File: config.mk
export PLATFORM = sky130hd
export DESIGN_NAME = nand_flash_responder
export DESIGN_NICKNAME = d
export VERILOG_FILES = /design/src/rtl/nand_flash_responder.sv
export SDC_FILE = /design/constraint.sdc
export NUM_CORES = 2
export LEC_CHECK = 0
export CORE_ASPECT_RATIO = 1.1
export CORE_UTILIZATION = 57
export DETAILED_ROUTE_END_ITERATION = 8
export GPL_TIMING_DRIVEN = 0
export PLACE_DENSITY = 0.76
export SYNTH_ARGS = -nofsm -noshare
export SYNTH_HDL_FRONTEND = slang
export SYNTH_SLANG_ARGS = --single-unit
File: constraint.sdc
create_clock -name clk -period 12.82 [get_ports clk]
set_input_delay 2.564 -clock clk [delete_from_list [all_inputs] [get_ports clk]]
set_output_delay 2.564 -clock clk [all_outputs]
set_load 0.05 [all_outputs]
File: src/rtl/nand_flash_responder.sv
// nand_flash_responder
//   Device end of a NAND flash bus, used as an on-chip flash stand-in for
//   controller bring-up. It decodes command/address/data cycles from the
//   F_WEN strobe and holds a PAGE_BYTES x NUM_PAGES array plus a one-page
//   register. It serves read (00h), program (80h ... 10h), status (70h)
//   and reset (FFh), and pulls F_RB low for T_R / T_PROG / T_RST clocks.
//
//   Optional feature macro: NAND_WRITE_PROTECT_EN adds F_WPN (active-low
//   write protect). A protected confirm still runs the full program busy
//   time but leaves the array untouched and sets the fail bit.
//
// Ports
//   clk       single clock, strobes sampled on its rising edge
//   rst       asynchronous active-high reset
//   F_IO_IN   bus value from the pad
//   F_IO_OUT  bus value driven by the device
//   F_IO_OE   1 = device drives the bus
//   F_CLE     command latch enable
//   F_ALE     address latch enable
//   F_REN     read enable, active low
//   F_WEN     write enable, active low
//   F_RB      1 = ready, 0 = busy
//   F_WPN     write protect, active low (only with NAND_WRITE_PROTECT_EN)
//
// Handshake: a bus cycle is accepted on the synchronised rising edge of
// F_WEN; F_CLE/F_ALE/F_IO_IN are taken as they stand in that clock, so the
// controller holds them until the edge has passed the synchroniser. Read
// data appears on the synchronised F_REN falling edge and the column
// advances on its rising edge.

module nand_flash_responder #(
  parameter int PAGE_BYTES = 16,
  parameter int NUM_PAGES  = 16,
  parameter int T_R        = 8,
  parameter int T_PROG     = 20,
  parameter int T_RST      = 4
) (
  input  logic       clk,
  input  logic       rst,
  input  logic [7:0] F_IO_IN,
  output logic [7:0] F_IO_OUT,
  output logic       F_IO_OE,
  input  logic       F_CLE,
  input  logic       F_ALE,
  input  logic       F_REN,
  input  logic       F_WEN,
  output logic       F_RB
`ifdef NAND_WRITE_PROTECT_EN
  ,
  input  logic       F_WPN
`endif
);

  localparam int COL_W = $clog2(PAGE_BYTES);
  localparam int PG_W  = $clog2(NUM_PAGES);

  localparam logic [2:0] ST_IDLE   = 3'd0;
  localparam logic [2:0] ST_ADDR   = 3'd1;
  localparam logic [2:0] ST_DIN    = 3'd2;
  localparam logic [2:0] ST_BUSY   = 3'd3;
  localparam logic [2:0] ST_DOUT   = 3'd4;
  localparam logic [2:0] ST_STATUS = 3'd5;

  // What the current busy period finishes with.
  localparam logic [1:0] K_LOAD = 2'd0;
  localparam logic [1:0] K_PROG = 2'd1;
  localparam logic [1:0] K_RST  = 2'd2;

  logic [2:0]       state;
  logic [1:0]       busy_kind;
  logic [15:0]      cnt;
  logic [COL_W-1:0] col;
  logic [PG_W-1:0]  page;
  logic             addr_n;    // 0 = next address cycle is column
  logic             prog_op;   // address phase belongs to a program
  logic             prog_ok;   // confirmed program may commit
  logic             fail;

  logic [7:0] page_reg [PAGE_BYTES];
  logic [7:0] mem      [NUM_PAGES][PAGE_BYTES];

  // Strobe synchronisers; the third flop is the previous value for edges.
  logic wen_s1, wen_s2, wen_s3;
  logic ren_s1, ren_s2, ren_s3;

  always_ff @(posedge clk or posedge rst) begin
    if (rst) begin
      wen_s1 <= 1'b1; wen_s2 <= 1'b1; wen_s3 <= 1'b1;
      ren_s1 <= 1'b1; ren_s2 <= 1'b1; ren_s3 <= 1'b1;
    end else begin
      wen_s1 <= F_WEN; wen_s2 <= wen_s1; wen_s3 <= wen_s2;
      ren_s1 <= F_REN; ren_s2 <= ren_s1; ren_s3 <= ren_s2;
    end
  end

  logic wen_rise, ren_fall, ren_rise;
  logic is_cmd, is_addr, is_data, is_reset_cmd;
  logic wp_n;
  logic [7:0] status_byte;
  logic commit_now;

  assign wen_rise = wen_s2 & ~wen_s3;
  assign ren_fall = ~ren_s2 & ren_s3;
  assign ren_rise = ren_s2 & ~ren_s3;

  assign is_cmd       = wen_rise & F_CLE & ~F_ALE;
  assign is_addr      = wen_rise & ~F_CLE & F_ALE;
  assign is_data      = wen_rise & ~F_CLE & ~F_ALE;
  assign is_reset_cmd = is_cmd & (F_IO_IN == 8'hFF);

`ifdef NAND_WRITE_PROTECT_EN
  assign wp_n = F_WPN;
`else
  assign wp_n = 1'b1;
`endif

  assign status_byte = {wp_n, F_RB, 5'b0, fail};

  // A reset command arriving in the final busy clock wins over the commit.
  assign commit_now = (state == ST_BUSY) && (busy_kind == K_PROG) &&
                      (cnt == 16'd0) && prog_ok && !is_reset_cmd;

  // Array storage is deliberately not reset.
  always_ff @(posedge clk) begin
    if (commit_now) begin
      for (int i = 0; i < PAGE_BYTES; i++) mem[page][i] <= page_reg[i];
    end
  end

  always_ff @(posedge clk or posedge rst) begin
    if (rst) begin
      state     <= ST_IDLE;
      busy_kind <= K_LOAD;
      cnt       <= 16'd0;
      col       <= '0;
      page      <= '0;
      addr_n    <= 1'b0;
      prog_op   <= 1'b0;
      prog_ok   <= 1'b0;
      fail      <= 1'b0;
      F_IO_OUT  <= 8'h00;
      F_IO_OE   <= 1'b0;
      F_RB      <= 1'b1;
      for (int i = 0; i < PAGE_BYTES; i++) page_reg[i] <= 8'hFF;
    end else if (is_reset_cmd) begin
      // Accepted even while busy; aborts any load or commit in flight.
      F_IO_OE   <= 1'b0;
      col       <= '0;
      state     <= ST_BUSY;
      busy_kind <= K_RST;
      cnt       <= 16'(T_RST - 1);
      F_RB      <= 1'b0;
    end else if (is_cmd && F_RB) begin
      F_IO_OE <= 1'b0;
      case (F_IO_IN)
        8'h00: begin
          state   <= ST_ADDR;
          addr_n  <= 1'b0;
          prog_op <= 1'b0;
        end
        8'h80: begin
          for (int i = 0; i < PAGE_BYTES; i++) page_reg[i] <= 8'hFF;
          fail    <= 1'b0;
          state   <= ST_ADDR;
          addr_n  <= 1'b0;
          prog_op <= 1'b1;
        end
        8'h10: begin
          if (state == ST_DIN) begin
            state     <= ST_BUSY;
            busy_kind <= K_PROG;
            cnt       <= 16'(T_PROG - 1);
            F_RB      <= 1'b0;
            prog_ok   <= wp_n;
            if (!wp_n) fail <= 1'b1;
          end
        end
        8'h70: state <= ST_STATUS;
        default: state <= ST_IDLE;
      endcase
    end else begin
      case (state)
        ST_ADDR: begin
          if (is_addr) begin
            if (!addr_n) begin
              col    <= F_IO_IN[COL_W-1:0];
              addr_n <= 1'b1;
            end else begin
              page <= F_IO_IN[PG_W-1:0];
              if (prog_op) begin
                state <= ST_DIN;
              end else begin
                state     <= ST_BUSY;
                busy_kind <= K_LOAD;
                cnt       <= 16'(T_R - 1);
                F_RB      <= 1'b0;
              end
            end
          end
        end
        ST_DIN: begin
          if (is_data) begin
            page_reg[col] <= F_IO_IN;
            col           <= col + 1'b1;
          end
        end
        ST_BUSY: begin
          // Ready rises on the same clock the state leaves BUSY.
          if (cnt == 16'd0) begin
            F_RB <= 1'b1;
            if (busy_kind == K_LOAD) begin
              for (int i = 0; i < PAGE_BYTES; i++) page_reg[i] <= mem[page][i];
              state <= ST_DOUT;
            end else begin
              state <= ST_IDLE;
            end
          end else begin
            cnt <= cnt - 16'd1;
          end
        end
        ST_DOUT: begin
          if (ren_fall) begin
            F_IO_OUT <= page_reg[col];
            F_IO_OE  <= 1'b1;
          end else if (ren_rise) begin
            col     <= col + 1'b1;
            F_IO_OE <= 1'b0;
          end
        end
        ST_STATUS: begin
          if (ren_fall) begin
            F_IO_OUT <= status_byte;
            F_IO_OE  <= 1'b1;
          end else if (ren_rise) begin
            F_IO_OE <= 1'b0;
          end
        end
        default: ;
      endcase
    end
  end

endmodule

==> impl_metrics.sql <==
INSERT INTO impl_metrics (metric_group, metric, value, unit) VALUES
('detailed_routing', 'drt_pass1_iterations', '6', ''),
('outcome', 'failed_checks', 'max-capacitance violations, max-slew violations', ''),
('power_and_ir_drop', 'sw_frac_of_total', '19.7', '%'),
('sta', 'hold_violations_final', '0', ''),
('yosys', 'yosysUniqueCellTypes', '73', ''),
('power_and_ir_drop', 'power_frac_seq', '55.0', '%'),
('clocking', 'cts_resized', '0', ''),
('outcome', 'status', 'complete, but fails checks', ''),
('detailed_routing', 'postRouteAntennaNets', '0', ''),
('sta', 'worst_slew_margin_rel', '-9.23', '%'),
('sta', 'fmax', '161', 'MHz'),
('worst_setup_path', 'critPathRequiredTime', '13320', 'ps'),
('yosys', 'synthesized_netlist_net_count', '4501', ''),
('detailed_routing', 'vias_per_instance', '6.84', ''),
('floorplanning', 'die_height', '414', 'um'),
('global_routing', 'grt_first_pass_wirelength', '339000', 'um'),
('worst_setup_path', 'crit_fanout', '16', ''),
('sta', 'finalSetupViolCount', '0', ''),
('sta', 'hold_slack', '361', 'ps'),
('floorplanning', 'initial_core_util', '57.6', '%'),
('yosys', 'avgSynthCellArea', '19.6', 'um2'),
('global_routing', 'antenna_found_initial', '15', ''),
('placed_design', 'gp_routability_congestion', '0.875', ''),
('yosys', 'postSynthCellCount', '4479', ''),
('power_and_ir_drop', 'power.total', '14200', 'uW'),
('floorplanning', 'io_pins', '24', ''),
('worst_setup_path', 'setup.reg_to_reg.worst_slack', '6600', 'ps'),
('sta', 'clock_skew', '57.7', 'ps'),
('job', 'maxcap_violations', '3', ''),
('yosys', 'synth-async-reset-ratio', '7.91', '%'),
('floorplanning', 'dieWidth', '376', 'um'),
('sta', 'fin_tns_setup', '0', 'ps'),
('power_and_ir_drop', 'pwr-share-comb', '1.4', '%'),
('power_and_ir_drop', 'power.static_leakage', '0.0298', 'uW'),
('finish', 'count_of_non_filler_cells_in_the_finished_layout', '7066', ''),
('power_and_ir_drop', 'clock_power_share', '43.6', '%'),
('placed_design', 'post_place_cells', '6676', ''),
('global_routing', 'grt_max_degree', '94', ''),
('clocking', 'cts.htree.levels', '4', ''),
('sta', 'period_share', '48.6', '%'),
('worst_hold_path', 'hold_path_depth', '0', ''),
('detailed_routing', 'routed_wire_per_std_cell', '33.9', 'um'),
('yosys', 'synth_seq_cells', '2224', ''),
('yosys', 'number_of_synthesized_flops_with_an_enable_pin', '2048', ''),
('finish', 'finalNetCount', '4851', ''),
('sta', 'slew_violations', '37', ''),
('worst_setup_path', 'critPathKind', 'input port to flip-flop', ''),
('sta', 'worst_slew_pin_slew', '1630', 'ps'),
('clocking', 'clock_tree.buffer_depth', '3', ''),
('detailed_routing', 'via_count', '48300', ''),
('finish', 'largest_reg_flops', '2048', ''),
('finish', 'most-common-layout-cells', '2048 x edfxtp_1, 464 x mux2i_1, 325 x mux4_2', ''),
('floorplanning', 'die_area', '156000', 'um2'),
('yosys', 'syn_area', '87700', 'um2'),
('clocking', 'clk_latency', '840', 'ps'),
('clocking', 'postCtsSetupBuffers', '0', ''),
('worst_setup_path', 'timing.reg2reg.worst_path_depth', '9', ''),
('worst_setup_path', 'critPathArrivalTime', '6730', 'ps'),
('worst_hold_path', 'worst_hold_path_type', 'flip-flop to flip-flop', ''),
('power_and_ir_drop', 'netSwitchingPower', '2800', 'uW'),
('finish', 'syn_to_final_growth', '14.1', '%'),
('worst_setup_path', 'setup.worst_path.end_class', 'flip-flop', ''),
('yosys', 'synth_sequential_area_ratio', '75.3', '%'),
('clocking', 'clock_sink_count', '2224', ''),
('clocking', 'cts.clk_slew.worst_paths', '70', 'ps'),
('clocking', 'cts_made_buffers', '202', ''),
('clocking', 'tritoncts', 'yes', ''),
('placed_design', 'numPortBuffers', '23', ''),
('detailed_routing', 'drt_iter0_drc', '7285', ''),
('global_routing', 'grtUsageTotal', '30.8', '%'),
('worst_setup_path', 'setup.worst_path.start_class', 'input port', '');
[routing by layer]
| metal | part of all wire, % | track usage, % |
|---|---|---|
| met1 | 34 | 39.1 |
| met2 | 47 | 49.0 |
| met3 | 12 | 7.43 |
| met4 | 6.5 | 17.9 |
| met5 | 0.035 | 0 |
[synth_stat cells, types with 4 or more instances]
library cell	number	area, um2
nand4b_1	11	96.3
nor3_1	78	390
mux2_2	144	1620
a211o_1	5	43.8
o21ai_0	81	405
clkbuf_1	200	751
or4_1	4	30.0
edfxtp_1	2048	61500
o211ai_1	9	67.6
or2_2	5	31.3
nand2_1	26	97.6
nand4_1	40	250
a22oi_1	268	2010
mux2i_1	464	4640
buf_1	66	248
dfrtp_1	41	1030
mux2_4	7	105
a22o_1	8	70.1
nor4_1	8	50.1
inv_1	14	52.6
buf_2	10	50.1
ha_1	8	100
nand3_1	53	265
or3_1	6	37.5
a2111oi_0	4	35.0
nor2b_1	60	375
mux4_2	325	7320
o211ai_2	15	188
a32o_1	26	260
nand3b_1	5	37.5
and2_1	4	25.0
a21o_1	9	67.6
a21oi_1	135	676
nor2_1	34	128
a21boi_4	14	263
a211oi_1	56	420
nand2b_1	8	50.1
dfstp_2	135	3550
[worst max-delay path, cell delays in order]
cell             delay [ps]
clkdlybuf4s50_1         540
nand4bb_1               150
clkbuf_1                430
nor3_1                  370
nor4_4                  490
or3b_1                  580
nor3_4                  700
buf_8                   290
buf_16                  190
buf_8                   170
buf_8                   200
[cells by family (layout without fill, tap and decap cells)]
logic type,count (synthesis),after routing,share of synthesized area (%)
DFF,2224,2224,75.3
muxes,940,940,15.6
AOI/OAI and AO/OA,656,656,5.39
and+or+nand+nor,359,359,2.31
adders and majority gates,8,8,0.114
buffers and inverters,292,818,1.28
other,0,9,0
[path summary, 6_finish.rpt]
kind                                 end     from
min in group asynchronous        prog_ok      rst
max in group asynchronous  page_reg[104]      rst
setup reg to reg              mem[6][99]  page[2]
setup / recovery              mem[0][99]    F_ALE
hold / removal                    wen_s2   wen_s1
hold reg to reg                   wen_s2   wen_s1
[per-stage QoR]
step | worst slack (ps) | instance area (um2)
after CTS | 6750 | 100000
after global placement | -4900 | 90600
after detailed placement | 5920 | 93300
after floorplan | 3010 | 87800
final | 6590 | 100000
after global routing | 6600 | 100000
[power groups by stage]
stage	combinational (uW)	sequential, uW	clock [uW]
floorplan	96.3	7970	0
global placement	183	7980	0
detailed placement	188	7980	0
CTS	190	7830	6200
global route	201	7820	6460
finish	198	7830	6190
[layout make-up]
| cell class | count | area, um2 |
|---|---|---|
| Sequential cell | 2224 | 66100 |
| Tap cell | 2052 | 2570 |
| Buffer | 278 | 1080 |
| Multi-Input combinational cell | 1963 | 20700 |
| Inverter | 14 | 60.1 |
| Timing Repair Buffer | 146 | 2860 |
| Clock inverter | 111 | 1190 |
| Antenna cell | 9 | 22.5 |
| Fill cell | 9638 | 52200 |
| Clock buffer | 269 | 5590 |
No activity file was read; power rests on OpenSTA's default activity.
